`src/rtl/sram_arb_pkg.sv`:
```
// rtl/sram_arb_pkg.sv - shared state encoding and port index constants for sram_arb
package sram_arb_pkg;

   // IDLE: no read response outstanding; RESP: response valid, waiting for ready
   typedef enum logic {
      ST_IDLE = 1'b0,
      ST_RESP = 1'b1
   } state_t;

   // Port indices used for the round-robin pointer and response ownership
   localparam logic PORT_P0 = 1'b0;
   localparam logic PORT_P1 = 1'b1;

endpackage

```
`src/rtl/sram_arb_if.sv`:
```
// rtl/sram_arb_if.sv - requester ports and sram-side bus bundled for sram_arb
interface sram_arb_if #(
   parameter int DEPTH = 1024
);
   localparam int LOGDEPTH = $clog2(DEPTH);

   // port 0 (fetch, read only)
   logic                p0_req;
   logic [LOGDEPTH-1:0] p0_addr;
   logic                p0_gnt;
   logic                p0_rsp_valid;
   logic [31:0]         p0_rsp_data;
   logic                p0_rsp_ready;

   // port 1 (data, read/write)
   logic                p1_req;
   logic                p1_we;
   logic [LOGDEPTH-1:0] p1_addr;
   logic [3:0]          p1_byte_en;
   logic [31:0]         p1_wdata;
   logic                p1_gnt;
   logic                p1_rsp_valid;
   logic [31:0]         p1_rsp_data;
   logic                p1_rsp_ready;

   // sram side
   logic                mem_read_req;
   logic [LOGDEPTH-1:0] mem_read_addr;
   logic [31:0]         mem_read_data;
   logic                mem_write_req;
   logic [LOGDEPTH-1:0] mem_write_addr;
   logic [3:0]          mem_write_byte_en;
   logic [31:0]         mem_write_data;

   // arbiter view
   modport slave (
      input  p0_req, p0_addr, p0_rsp_ready,
      output p0_gnt, p0_rsp_valid, p0_rsp_data,
      input  p1_req, p1_we, p1_addr, p1_byte_en, p1_wdata, p1_rsp_ready,
      output p1_gnt, p1_rsp_valid, p1_rsp_data,
      output mem_read_req, mem_read_addr,
      input  mem_read_data,
      output mem_write_req, mem_write_addr, mem_write_byte_en, mem_write_data
   );

   // requester and sram environment view
   modport master (
      output p0_req, p0_addr, p0_rsp_ready,
      input  p0_gnt, p0_rsp_valid, p0_rsp_data,
      output p1_req, p1_we, p1_addr, p1_byte_en, p1_wdata, p1_rsp_ready,
      input  p1_gnt, p1_rsp_valid, p1_rsp_data,
      input  mem_read_req, mem_read_addr,
      output mem_read_data,
      input  mem_write_req, mem_write_addr, mem_write_byte_en, mem_write_data
   );

endinterface

```
`src/rtl/sram_arb_rr_arb2.sv`:
```
// rtl/sram_arb_rr_arb2.sv - two-way round-robin grant with last-winner pointer
module rr_arb2
   import sram_arb_pkg::*;
(
   input  logic       clk,
   input  logic       rst_n,
   input  logic       i_en,
   input  logic [1:0] i_req,
   output logic [1:0] o_gnt
);

   logic r_last;

   // Grant one requester when enabled; on a tie the port not granted last wins
   always_comb begin
      o_gnt = 2'b00;
      if (i_en) begin
         if (i_req[0] && i_req[1]) begin
            o_gnt = (r_last == PORT_P1) ? 2'b01 : 2'b10;
         end else begin
            o_gnt = i_req;
         end
      end
   end

   // Remember the most recent winner; reset makes p0 win the first tie
   always_ff @(posedge clk or negedge rst_n) begin
      if (!rst_n) begin
         r_last <= PORT_P1;
      end else if (o_gnt[0]) begin
         r_last <= PORT_P0;
      end else if (o_gnt[1]) begin
         r_last <= PORT_P1;
      end
   end

endmodule

```
`src/rtl/sram_arb.sv`:
```
// rtl/sram_arb.sv - two-port round-robin arbiter in front of a single-port-pair sram
module sram_arb
   import sram_arb_pkg::*;
#(
   parameter int DEPTH = 1024
) (
   input  logic       clk,
   input  logic       reset_n,
   sram_arb_if.slave  bus
);

   localparam int LOGDEPTH = $clog2(DEPTH);

   state_t              r_state;
   logic                r_owner;
   logic                r_p0_vld;
   logic                r_p1_vld;

   logic                w_owner_ready;
   logic                w_slot;
   logic [1:0]          w_gnt;
   logic                w_p1_rd;
   logic                w_p1_wr;
   logic                w_rd;
   logic [LOGDEPTH-1:0] w_rd_addr;

   // The held response must be accepted before anyone else may use the sram
   assign w_owner_ready = (r_owner == PORT_P0) ? bus.p0_rsp_ready : bus.p1_rsp_ready;
   assign w_slot        = reset_n && ((r_state == ST_IDLE) || w_owner_ready);

   rr_arb2 u_rr (
      .clk   (clk),
      .rst_n (reset_n),
      .i_en  (w_slot),
      .i_req ({bus.p1_req, bus.p0_req}),
      .o_gnt (w_gnt)
   );

   assign bus.p0_gnt = w_gnt[0];
   assign bus.p1_gnt = w_gnt[1];

   assign w_p1_rd   = w_gnt[1] & ~bus.p1_we;
   assign w_p1_wr   = w_gnt[1] &  bus.p1_we;
   assign w_rd      = w_gnt[0] | w_p1_rd;
   assign w_rd_addr = w_p1_rd ? bus.p1_addr : bus.p0_addr;

   assign bus.mem_read_req      = w_rd;
   assign bus.mem_read_addr     = w_rd_addr;
   assign bus.mem_write_req     = w_p1_wr;
   assign bus.mem_write_addr    = bus.p1_addr;
   assign bus.mem_write_byte_en = bus.p1_byte_en;
   assign bus.mem_write_data    = bus.p1_wdata;

   // The sram holds its read data while no read is issued, so it can be forwarded directly
   assign bus.p0_rsp_valid = r_p0_vld;
   assign bus.p1_rsp_valid = r_p1_vld;
   assign bus.p0_rsp_data  = r_p0_vld ? bus.mem_read_data : 32'h0;
   assign bus.p1_rsp_data  = r_p1_vld ? bus.mem_read_data : 32'h0;

   // Response FSM: enter RESP after any granted read, leave once the owner accepts
   always_ff @(posedge clk or negedge reset_n) begin
      if (!reset_n) begin
         r_state  <= ST_IDLE;
         r_owner  <= PORT_P0;
         r_p0_vld <= 1'b0;
         r_p1_vld <= 1'b0;
      end else if (w_rd) begin
         r_state  <= ST_RESP;
         r_owner  <= w_p1_rd ? PORT_P1 : PORT_P0;
         r_p0_vld <= ~w_p1_rd;
         r_p1_vld <= w_p1_rd;
      end else if ((r_state == ST_RESP) && w_owner_ready) begin
         r_state  <= ST_IDLE;
         r_p0_vld <= 1'b0;
         r_p1_vld <= 1'b0;
      end
   end

endmodule
```
`src/flat_wrapper.sv`:
```
// flat-port wrapper written by rule: the top's interface ports become plain ports
module sram_arb_flat import sram_arb_pkg::*;
#(
   parameter int DEPTH = 1024
)
  (clk, reset_n, bus_p0_req, bus_p0_addr, bus_p0_rsp_ready, bus_p0_gnt, bus_p0_rsp_valid, bus_p0_rsp_data, bus_p1_req, bus_p1_we, bus_p1_addr, bus_p1_byte_en, bus_p1_wdata, bus_p1_rsp_ready, bus_p1_gnt, bus_p1_rsp_valid, bus_p1_rsp_data, bus_mem_read_req, bus_mem_read_addr, bus_mem_read_data, bus_mem_write_req, bus_mem_write_addr, bus_mem_write_byte_en, bus_mem_write_data);
  sram_arb_if #(.DEPTH(DEPTH)) bus_i ();
  input  logic clk;
  input  logic reset_n;
  input wire logic [$bits(bus_i.p0_req)-1:0] bus_p0_req;
  input wire logic [$bits(bus_i.p0_addr)-1:0] bus_p0_addr;
  input wire logic [$bits(bus_i.p0_rsp_ready)-1:0] bus_p0_rsp_ready;
  output wire logic [$bits(bus_i.p0_gnt)-1:0] bus_p0_gnt;
  output wire logic [$bits(bus_i.p0_rsp_valid)-1:0] bus_p0_rsp_valid;
  output wire logic [$bits(bus_i.p0_rsp_data)-1:0] bus_p0_rsp_data;
  input wire logic [$bits(bus_i.p1_req)-1:0] bus_p1_req;
  input wire logic [$bits(bus_i.p1_we)-1:0] bus_p1_we;
  input wire logic [$bits(bus_i.p1_addr)-1:0] bus_p1_addr;
  input wire logic [$bits(bus_i.p1_byte_en)-1:0] bus_p1_byte_en;
  input wire logic [$bits(bus_i.p1_wdata)-1:0] bus_p1_wdata;
  input wire logic [$bits(bus_i.p1_rsp_ready)-1:0] bus_p1_rsp_ready;
  output wire logic [$bits(bus_i.p1_gnt)-1:0] bus_p1_gnt;
  output wire logic [$bits(bus_i.p1_rsp_valid)-1:0] bus_p1_rsp_valid;
  output wire logic [$bits(bus_i.p1_rsp_data)-1:0] bus_p1_rsp_data;
  output wire logic [$bits(bus_i.mem_read_req)-1:0] bus_mem_read_req;
  output wire logic [$bits(bus_i.mem_read_addr)-1:0] bus_mem_read_addr;
  input wire logic [$bits(bus_i.mem_read_data)-1:0] bus_mem_read_data;
  output wire logic [$bits(bus_i.mem_write_req)-1:0] bus_mem_write_req;
  output wire logic [$bits(bus_i.mem_write_addr)-1:0] bus_mem_write_addr;
  output wire logic [$bits(bus_i.mem_write_byte_en)-1:0] bus_mem_write_byte_en;
  output wire logic [$bits(bus_i.mem_write_data)-1:0] bus_mem_write_data;
  assign bus_i.p0_req = bus_p0_req;
  assign bus_i.p0_addr = bus_p0_addr;
  assign bus_i.p0_rsp_ready = bus_p0_rsp_ready;
  assign bus_p0_gnt = bus_i.p0_gnt;
  assign bus_p0_rsp_valid = bus_i.p0_rsp_valid;
  assign bus_p0_rsp_data = bus_i.p0_rsp_data;
  assign bus_i.p1_req = bus_p1_req;
  assign bus_i.p1_we = bus_p1_we;
  assign bus_i.p1_addr = bus_p1_addr;
  assign bus_i.p1_byte_en = bus_p1_byte_en;
  assign bus_i.p1_wdata = bus_p1_wdata;
  assign bus_i.p1_rsp_ready = bus_p1_rsp_ready;
  assign bus_p1_gnt = bus_i.p1_gnt;
  assign bus_p1_rsp_valid = bus_i.p1_rsp_valid;
  assign bus_p1_rsp_data = bus_i.p1_rsp_data;
  assign bus_mem_read_req = bus_i.mem_read_req;
  assign bus_mem_read_addr = bus_i.mem_read_addr;
  assign bus_i.mem_read_data = bus_mem_read_data;
  assign bus_mem_write_req = bus_i.mem_write_req;
  assign bus_mem_write_addr = bus_i.mem_write_addr;
  assign bus_mem_write_byte_en = bus_i.mem_write_byte_en;
  assign bus_mem_write_data = bus_i.mem_write_data;
  sram_arb #(.DEPTH(DEPTH)) u_core (.clk(clk), .reset_n(reset_n), .bus(bus_i));
endmodule
```
`config.mk`:
```
export PLATFORM = sky130hd
export DESIGN_NAME = sram_arb_flat
export DESIGN_NICKNAME = d
export VERILOG_FILES = /design/src/rtl/sram_arb_pkg.sv /design/src/rtl/sram_arb_if.sv /design/src/rtl/sram_arb_rr_arb2.sv /design/src/rtl/sram_arb.sv /design/src/flat_wrapper.sv
export SDC_FILE = /design/constraint.sdc
export NUM_CORES = 1
export LEC_CHECK = 0
export ABC_AREA = 1
export ABC_CLOCK_PERIOD_IN_PS = 3850
export BUFFER_PORTS_ARGS = -buffer_cell sky130_fd_sc_hd__buf_4
export CAP_MARGIN = 20
export CORE_AREA = 2 2 85 87
export DETAILED_ROUTE_END_ITERATION = 8
export DIE_AREA = 0 0 87 89
export GPL_TIMING_DRIVEN = 0
export PLACE_DENSITY_LB_ADDON = 0.25
export SETUP_SLACK_MARGIN = 0.3
export SLEW_MARGIN = 20
export SYNTH_ARGS = -nofsm -noshare
export SYNTH_HDL_FRONTEND = slang
export SYNTH_SLANG_ARGS = --single-unit
```
`constraint.sdc`:
```
create_clock -name clk -period 3.85 [get_ports clk]
set_clock_uncertainty 0.2 [all_clocks]
set_input_delay 0.385 -clock clk [delete_from_list [all_inputs] [get_ports clk]]
set_output_delay 0.385 -clock clk [all_outputs]
set_load 0.1 [all_outputs]
```
## After elaboration in Yosys (flattened, before gate mapping)

Cells that the tools add are included.

| word-level totals | value |
|---|---|
| RAM bits | 0 |
| bits in read-only memories | 0 |
| memories | 0 |
| register bits after elaboration | 5 |
| output and inout port bits | 126 |
| bits in latches | 0 |
| logic and storage cells | 31 |
| input bits | 95 |

| cells by class | value |
|---|---|
| $mul | 0 |
| divide/modulo/power cells | 0 |
| multiplexer cells | 14 |
| $lt $le $gt $ge | 0 |
| $add $sub $neg | 0 |
| equal/unequal tests | 0 |
| bitwise gates (word level) | 6 |
| reduce and logical (&&, ||, !) cells | 6 |
| shifts and indexed selects | 0 |

Operators by type and width:

| cell | number |
|---|---|
| 32-bit 2-to-1 mux | 2 |
| 10-bit 2-to-1 mux | 1 |
| 1-bit 2-to-1 mux | 8 |
| 2-bit 2-to-1 mux | 3 |
| 2-bit nonzero test | 2 |
| 1-bit logical AND | 3 |
| 1-bit inverter | 3 |
| 1-bit bitwise AND | 2 |
| 1-bit logical OR | 1 |
| 1-bit OR | 1 |

## Depth between registers and ports, before layout

| logic depth | value |
|---|---|
| word-level depth | 7 |
| gate-level depth with buffers | 8 |
| depth with buffers taken out | 8 |

## Cells and area by module

From an unflattened synthesis, not the netlist that was laid out.

| unflattened totals | value |
|---|---|
| cells, all modules | 254 |
| area, all modules | 1276.2 µm² |

By module, submodules not included:

| module | seq. area each (µm²) | cells an instance | times used | area an instance (µm²) |
|---|---|---|---|---|
| sram_arb | 100.1 | 242 | 1 | 1202.4 |
| rr_arb2 | 26.3 | 12 | 1 | 73.8 |

## Least setup slack after synthesis

Ideal clock, no wire load.

| path | value |
|---|---|
| path kind | input to output |
| from | input port bus_p1_req |
| to | output port bus_mem_write_req |
| required time | 3.265 ns |
| slack | 1.264 ns |
| stages on the path | 3 |
| data arrival time | 2.001 ns |
| path buffers | 0 |
| cell sequence | a21boi_4 > nand3_4 > nor2_1 |

| on the way | value |
|---|---|
| longest elaborated chain between the ends | 4 |

RTL lines:

| item | RTL line | RTL |
|---|---|---|
| start, declared | flat_wrapper.sv:16 | `input wire logic [$bits(bus_i.p1_req)-1:0] bus_p1_req;` |
| 1-bit logical AND | sram_arb_rr_arb2.sv:18 | `if (i_req[0] && i_req[1]) begin` |
| 2-bit 2-to-1 mux * | sram_arb_rr_arb2.sv:18 |  |
| 2-bit 2-to-1 mux * | sram_arb_rr_arb2.sv:17 | `if (i_en) begin` |
| 1-bit bitwise AND * | sram_arb.sv:43 | `assign w_p1_wr = w_gnt[1] & bus.p1_we;` |
| end, declared | flat_wrapper.sv:28 | `output wire logic [$bits(bus_i.mem_write_req)-1:0] bus_mem_write_req;` |

Every way passes the cells marked *; elsewhere a longest branch is shown, timed or not.

## Worst setup path in the final report

| path | value |
|---|---|
| from | input port reset_n |
| to | output port bus_mem_read_addr[3] |

| on the way | value |
|---|---|
| longest elaborated chain between the ends | 4 |

RTL lines:

| item | RTL line | RTL |
|---|---|---|
| start, declared | flat_wrapper.sv:9 | `input logic reset_n;` |
| 1-bit logical AND | sram_arb.sv:29 | `assign w_slot = reset_n && ((r_state == ST_IDLE) \|\| w_owner_ready);` |
| 2-bit 2-to-1 mux | sram_arb_rr_arb2.sv:17 |  |
| 1-bit bitwise AND | sram_arb.sv:42 | `assign w_p1_rd = w_gnt[1] & ~bus.p1_we;` |
| 10-bit 2-to-1 mux | sram_arb.sv:45 | `assign w_rd_addr = w_p1_rd ? bus.p1_addr : bus.p0_addr;` |
| end, declared | flat_wrapper.sv:26 | `output wire logic [$bits(bus_i.mem_read_addr)-1:0] bus_mem_read_addr;` |

No other way between the ends.

==> impl_metrics.prom <==
# TYPE chip_impl_metric gauge
chip_impl_metric{name="slew-limit-headroom",unit=""} 0.781
chip_impl_info{name="worstPathCellList",value="dlygate4sd3_1, buf_4, nand4_4, buf_6, nand2_1, nand2_1, buf_4"} 1
chip_impl_metric{name="synth_nets",unit=""} 342
chip_impl_metric{name="antenna_cells_inserted",unit=""} 0
chip_impl_metric{name="core_area",unit="mm²"} 0.00672
chip_impl_metric{name="drt_iter0_drc",unit=""} 11
chip_impl_info{name="result_of_the_run",value="finished, final reports clean"} 1
chip_impl_metric{name="synthesis.instances",unit=""} 247
chip_impl_metric{name="num_rows",unit=""} 30
chip_impl_metric{name="syn_to_final_growth",unit="%"} 116
chip_impl_metric{name="max-vdd-ir-drop",unit="mV"} 0.329
chip_impl_metric{name="globalRoute.totalOverflow",unit=""} 0
chip_impl_metric{name="dieArea",unit="mm²"} 0.00774
chip_impl_metric{name="initial_core_util",unit=""} 0.197
chip_impl_metric{name="final_net_count",unit=""} 532
chip_impl_metric{name="critical_path_arrival",unit="ps"} 1840
chip_impl_metric{name="clock_latency",unit="ps"} 220
chip_impl_info{name="rsz_0062_raised_after_global_routing",value="false"} 1
chip_impl_metric{name="drt-vias-per-instance",unit=""} 3.68
chip_impl_metric{name="die_height",unit="µm"} 89
chip_impl_info{name="layout_common_cells",value="sky130_fd_sc_hd__buf_4 (230), sky130_fd_sc_hd__nand2_1 (103), sky130_fd_sc_hd__inv_1 (69)"} 1
chip_impl_metric{name="io_buffers",unit=""} 184
chip_impl_metric{name="clk_path_buf_depth",unit=""} 2
chip_impl_metric{name="hold_slack",unit="ps"} 334
chip_impl_metric{name="max_freq",unit="GHz"} 0.412
chip_impl_info{name="worstReg2RegStart",value="u_core.u_rr.r_last$_DFFE_PN1P_"} 1
chip_impl_metric{name="num_vias",unit=""} 1898
chip_impl_metric{name="final-hold-violation-count",unit=""} 0
chip_impl_metric{name="grt_pass1_wl",unit="µm"} 7720
chip_impl_metric{name="synthXorXnorAreaFrac",unit=""} 0
chip_impl_metric{name="cp_data_required_time",unit="ps"} 3260
chip_impl_metric{name="cp_num_buf_inv",unit=""} 4
chip_impl_metric{name="routabilityCongestion",unit=""} 0.798
chip_impl_metric{name="synth_cell_types",unit=""} 19
chip_impl_metric{name="antenna_violations_before_repair",unit=""} 0
chip_impl_metric{name="fp.dieW",unit="µm"} 87
chip_impl_metric{name="proportion_of_layout_cells_with_a_drive_suffix_above_1",unit=""} 0.578
chip_impl_metric{name="power_density",unit="mW/mm²"} 971
chip_impl_metric{name="tritoncts_num_sinks",unit=""} 5
chip_impl_metric{name="synth_seq_cells",unit=""} 5
chip_impl_metric{name="cpPeakStageDelay",unit="ps"} 530
chip_impl_info{name="worstSetupEndpointType",value="primary output"} 1
chip_impl_metric{name="fillCellCount",unit=""} 726
chip_impl_metric{name="antenna_violating_nets_remaining",unit=""} 0
chip_impl_metric{name="drt-pass1-iter-count",unit=""} 3
chip_impl_metric{name="cts_buffers",unit=""} 3
chip_impl_info{name="crit_path_start",value="reset_n"} 1
chip_impl_metric{name="dp_worst_setup_slack",unit="ps"} 1790
chip_impl_info{name="path_delay_family",value="buffers and inverters"} 1
chip_impl_metric{name="drt_wl_total",unit="µm"} 5670
chip_impl_info{name="startpoint_type",value="primary input"} 1
chip_impl_metric{name="seq_area_frac_synth",unit=""} 0.0956
chip_impl_info{name="min-delay-path-class",value="primary input to asynchronous set/reset pin"} 1
chip_impl_metric{name="synth.mux.area_fraction",unit=""} 0
chip_impl_info{name="clock_tree_from_tritoncts",value="built"} 1
chip_impl_metric{name="post-route-period-util",unit=""} 0.630
chip_impl_info{name="worst-setup-path-type",value="primary input to primary output"} 1
chip_impl_metric{name="layoutNonFillerInstCount",unit=""} 516
chip_impl_metric{name="place_inst",unit=""} 511
chip_impl_metric{name="final_period_minus_worst_setup_slack",unit="ps"} 2430
chip_impl_metric{name="htreeDepth",unit=""} 1
chip_impl_metric{name="finalSetupViolations",unit=""} 0
chip_impl_metric{name="cap_violations",unit=""} 0
chip_impl_metric{name="setup_total_negative_slack",unit="ps"} 0
chip_impl_metric{name="p_leak",unit="nW"} 2.13
chip_impl_info{name="ctsRootBufferMaster",value="sky130_fd_sc_hd__clkbuf_8"} 1
chip_impl_info{name="layout_commonest_cell",value="sky130_fd_sc_hd__buf_4"} 1
chip_impl_metric{name="tot_gr_track_use",unit=""} 0.123
chip_impl_info{name="timing.critical_path.slowest_stage_cell",value="sky130_fd_sc_hd__dlygate4sd3_1"} 1
chip_impl_metric{name="synth_compound_gate_area_share",unit=""} 0.0265
chip_impl_metric{name="average_detailed_routed_wire_length_per_instance",unit="µm"} 11.0
chip_impl_metric{name="pin_count",unit=""} 221
chip_impl_metric{name="tightestPinTransition",unit="ps"} 329
chip_impl_metric{name="drc_viols",unit=""} 0
chip_impl_metric{name="post_synth_and_or_nand_nor_area_fraction",unit=""} 0.378
chip_impl_metric{name="final.setup.worst_slack",unit="ps"} 1420
chip_impl_metric{name="synth.avg_cell_area",unit="µm²"} 5.35
chip_impl_metric{name="synth-adder-area-share",unit=""} 0
chip_impl_metric{name="final_max_slew_viol_count",unit=""} 0
chip_impl_metric{name="first_global_vias",unit=""} 1665
chip_impl_info{name="main_combinational_cell_family_by_area_after_synthesis",value="buffers and inverters"} 1
chip_impl_metric{name="ys.warnings.count",unit=""} 0
chip_impl_metric{name="register_to_register_setup_slack",unit="ps"} 2440
chip_impl_metric{name="pin_count_of_the_biggest_net_entering_global_routing",unit=""} 11
chip_impl_metric{name="clk_pin_slew_worst_paths",unit="ps"} 40
chip_impl_metric{name="worstPathMaxFanout",unit=""} 10
chip_impl_metric{name="cts_resized",unit=""} 0
chip_impl_metric{name="place.detailed.hpwl",unit="µm"} 5120
chip_impl_metric{name="syn_area",unit="mm²"} 0.00132
-- flip-flops by register name, indices dropped and copies added, names as in the netlist --
register                 cells
u_core.bus.p1_rsp_valid      1
u_core.bus.p0_rsp_valid      1
u_core.r_owner               1
u_core.r_state               1
u_core.u_rr.r_last           1
-- area by class of cell --
cell class,count,area (µm²),area share
well taps,80,100,0.0350
inverters,71,267,0.0933
multi-input cells,116,534,0.187
plain buffers,55,394,0.138
flip-flops and latches,5,126,0.0442
repair buffers,185,1390,0.487
clock buffers,4,45.0,0.0158
-- power by group --
group          internal [mW]  total [mW]  switching (mW)  leakage (nW)
logic                  0.480        2.58            2.10          2.05
clock network         0.0710      0.0960          0.0250        0.0228
registers             0.0832       0.102          0.0189        0.0604
total                  0.634        2.78            2.14          2.13
-- timing repair --
item | CTS | global route
setup buffers | 0 | 0
hold buffers | 1 | 0
endpoints found under the hold margin | 5 | 0
-- stage by stage --
stage	util	area, µm²	power [mW]
floorplan	-	1320	2.18
global placement	0.417	2800	2.69
detailed placement	0.417	2800	2.70
CTS	0.425	2860	2.80
global route	0.425	2860	2.89
finish	0.425	2860	2.78
-- metal layers --
| layer | vias to the layer above | global-route usage | share of wire |
|---|---|---|---|
| met3 | 3 | 0.0231 | 0.11 |
| li1 | 1010 | - | - |
| met2 | 113 | 0.262 | 0.55 |
| met1 | 772 | 0.123 | 0.33 |
| met4 | 0 | 0.0170 | 0.0028 |
| met5 | - | 0 | 0 |
-- logic make-up after synthesis --
group / count (synthesis)
simple gates: 113
buf+inv: 126
flops: 5
compound gates: 3
-- Yosys cell counts --
library cell | number | area (µm²)
sky130_fd_sc_hd__dfrtp_1 | 4 | 100
sky130_fd_sc_hd__nand3_1 | 2 | 10.0
sky130_fd_sc_hd__dfstp_2 | 1 | 26.3
sky130_fd_sc_hd__nor2_8 | 1 | 20.0
sky130_fd_sc_hd__buf_2 | 6 | 30.0
sky130_fd_sc_hd__clkbuf_1 | 2 | 7.51
sky130_fd_sc_hd__a21boi_1 | 1 | 7.51
sky130_fd_sc_hd__inv_2 | 2 | 7.51
sky130_fd_sc_hd__o21ai_2 | 1 | 8.76
sky130_fd_sc_hd__nand2_1 | 103 | 387
sky130_fd_sc_hd__nand2_2 | 2 | 12.5
sky130_fd_sc_hd__nor2_1 | 1 | 3.75
sky130_fd_sc_hd__nand3_4 | 2 | 35.0
sky130_fd_sc_hd__buf_6 | 1 | 11.3
sky130_fd_sc_hd__nand3_2 | 1 | 10.0
sky130_fd_sc_hd__a21boi_4 | 1 | 18.8
sky130_fd_sc_hd__inv_1 | 69 | 259
sky130_fd_sc_hd__buf_4 | 46 | 345
sky130_fd_sc_hd__nand4_4 | 1 | 21.3
-- final timing paths --
kind	end	cells after the start
max	bus_mem_read_addr[3]	7
min reg2reg	u_core.r_owner$_DFFE_PN0P_	2
max reg2reg	u_core.bus.p1_rsp_valid$_DFFE_PN0P_	5
min	u_core.bus.p0_rsp_valid$_DFFE_PN0P_	2
min in group clk	u_core.r_state$_DFFE_PN0P_	4
max in group asynchronous	u_core.u_rr.r_last$_DFFE_PN1P_	2
Note: power is estimated with default switching activity, not from simulation.
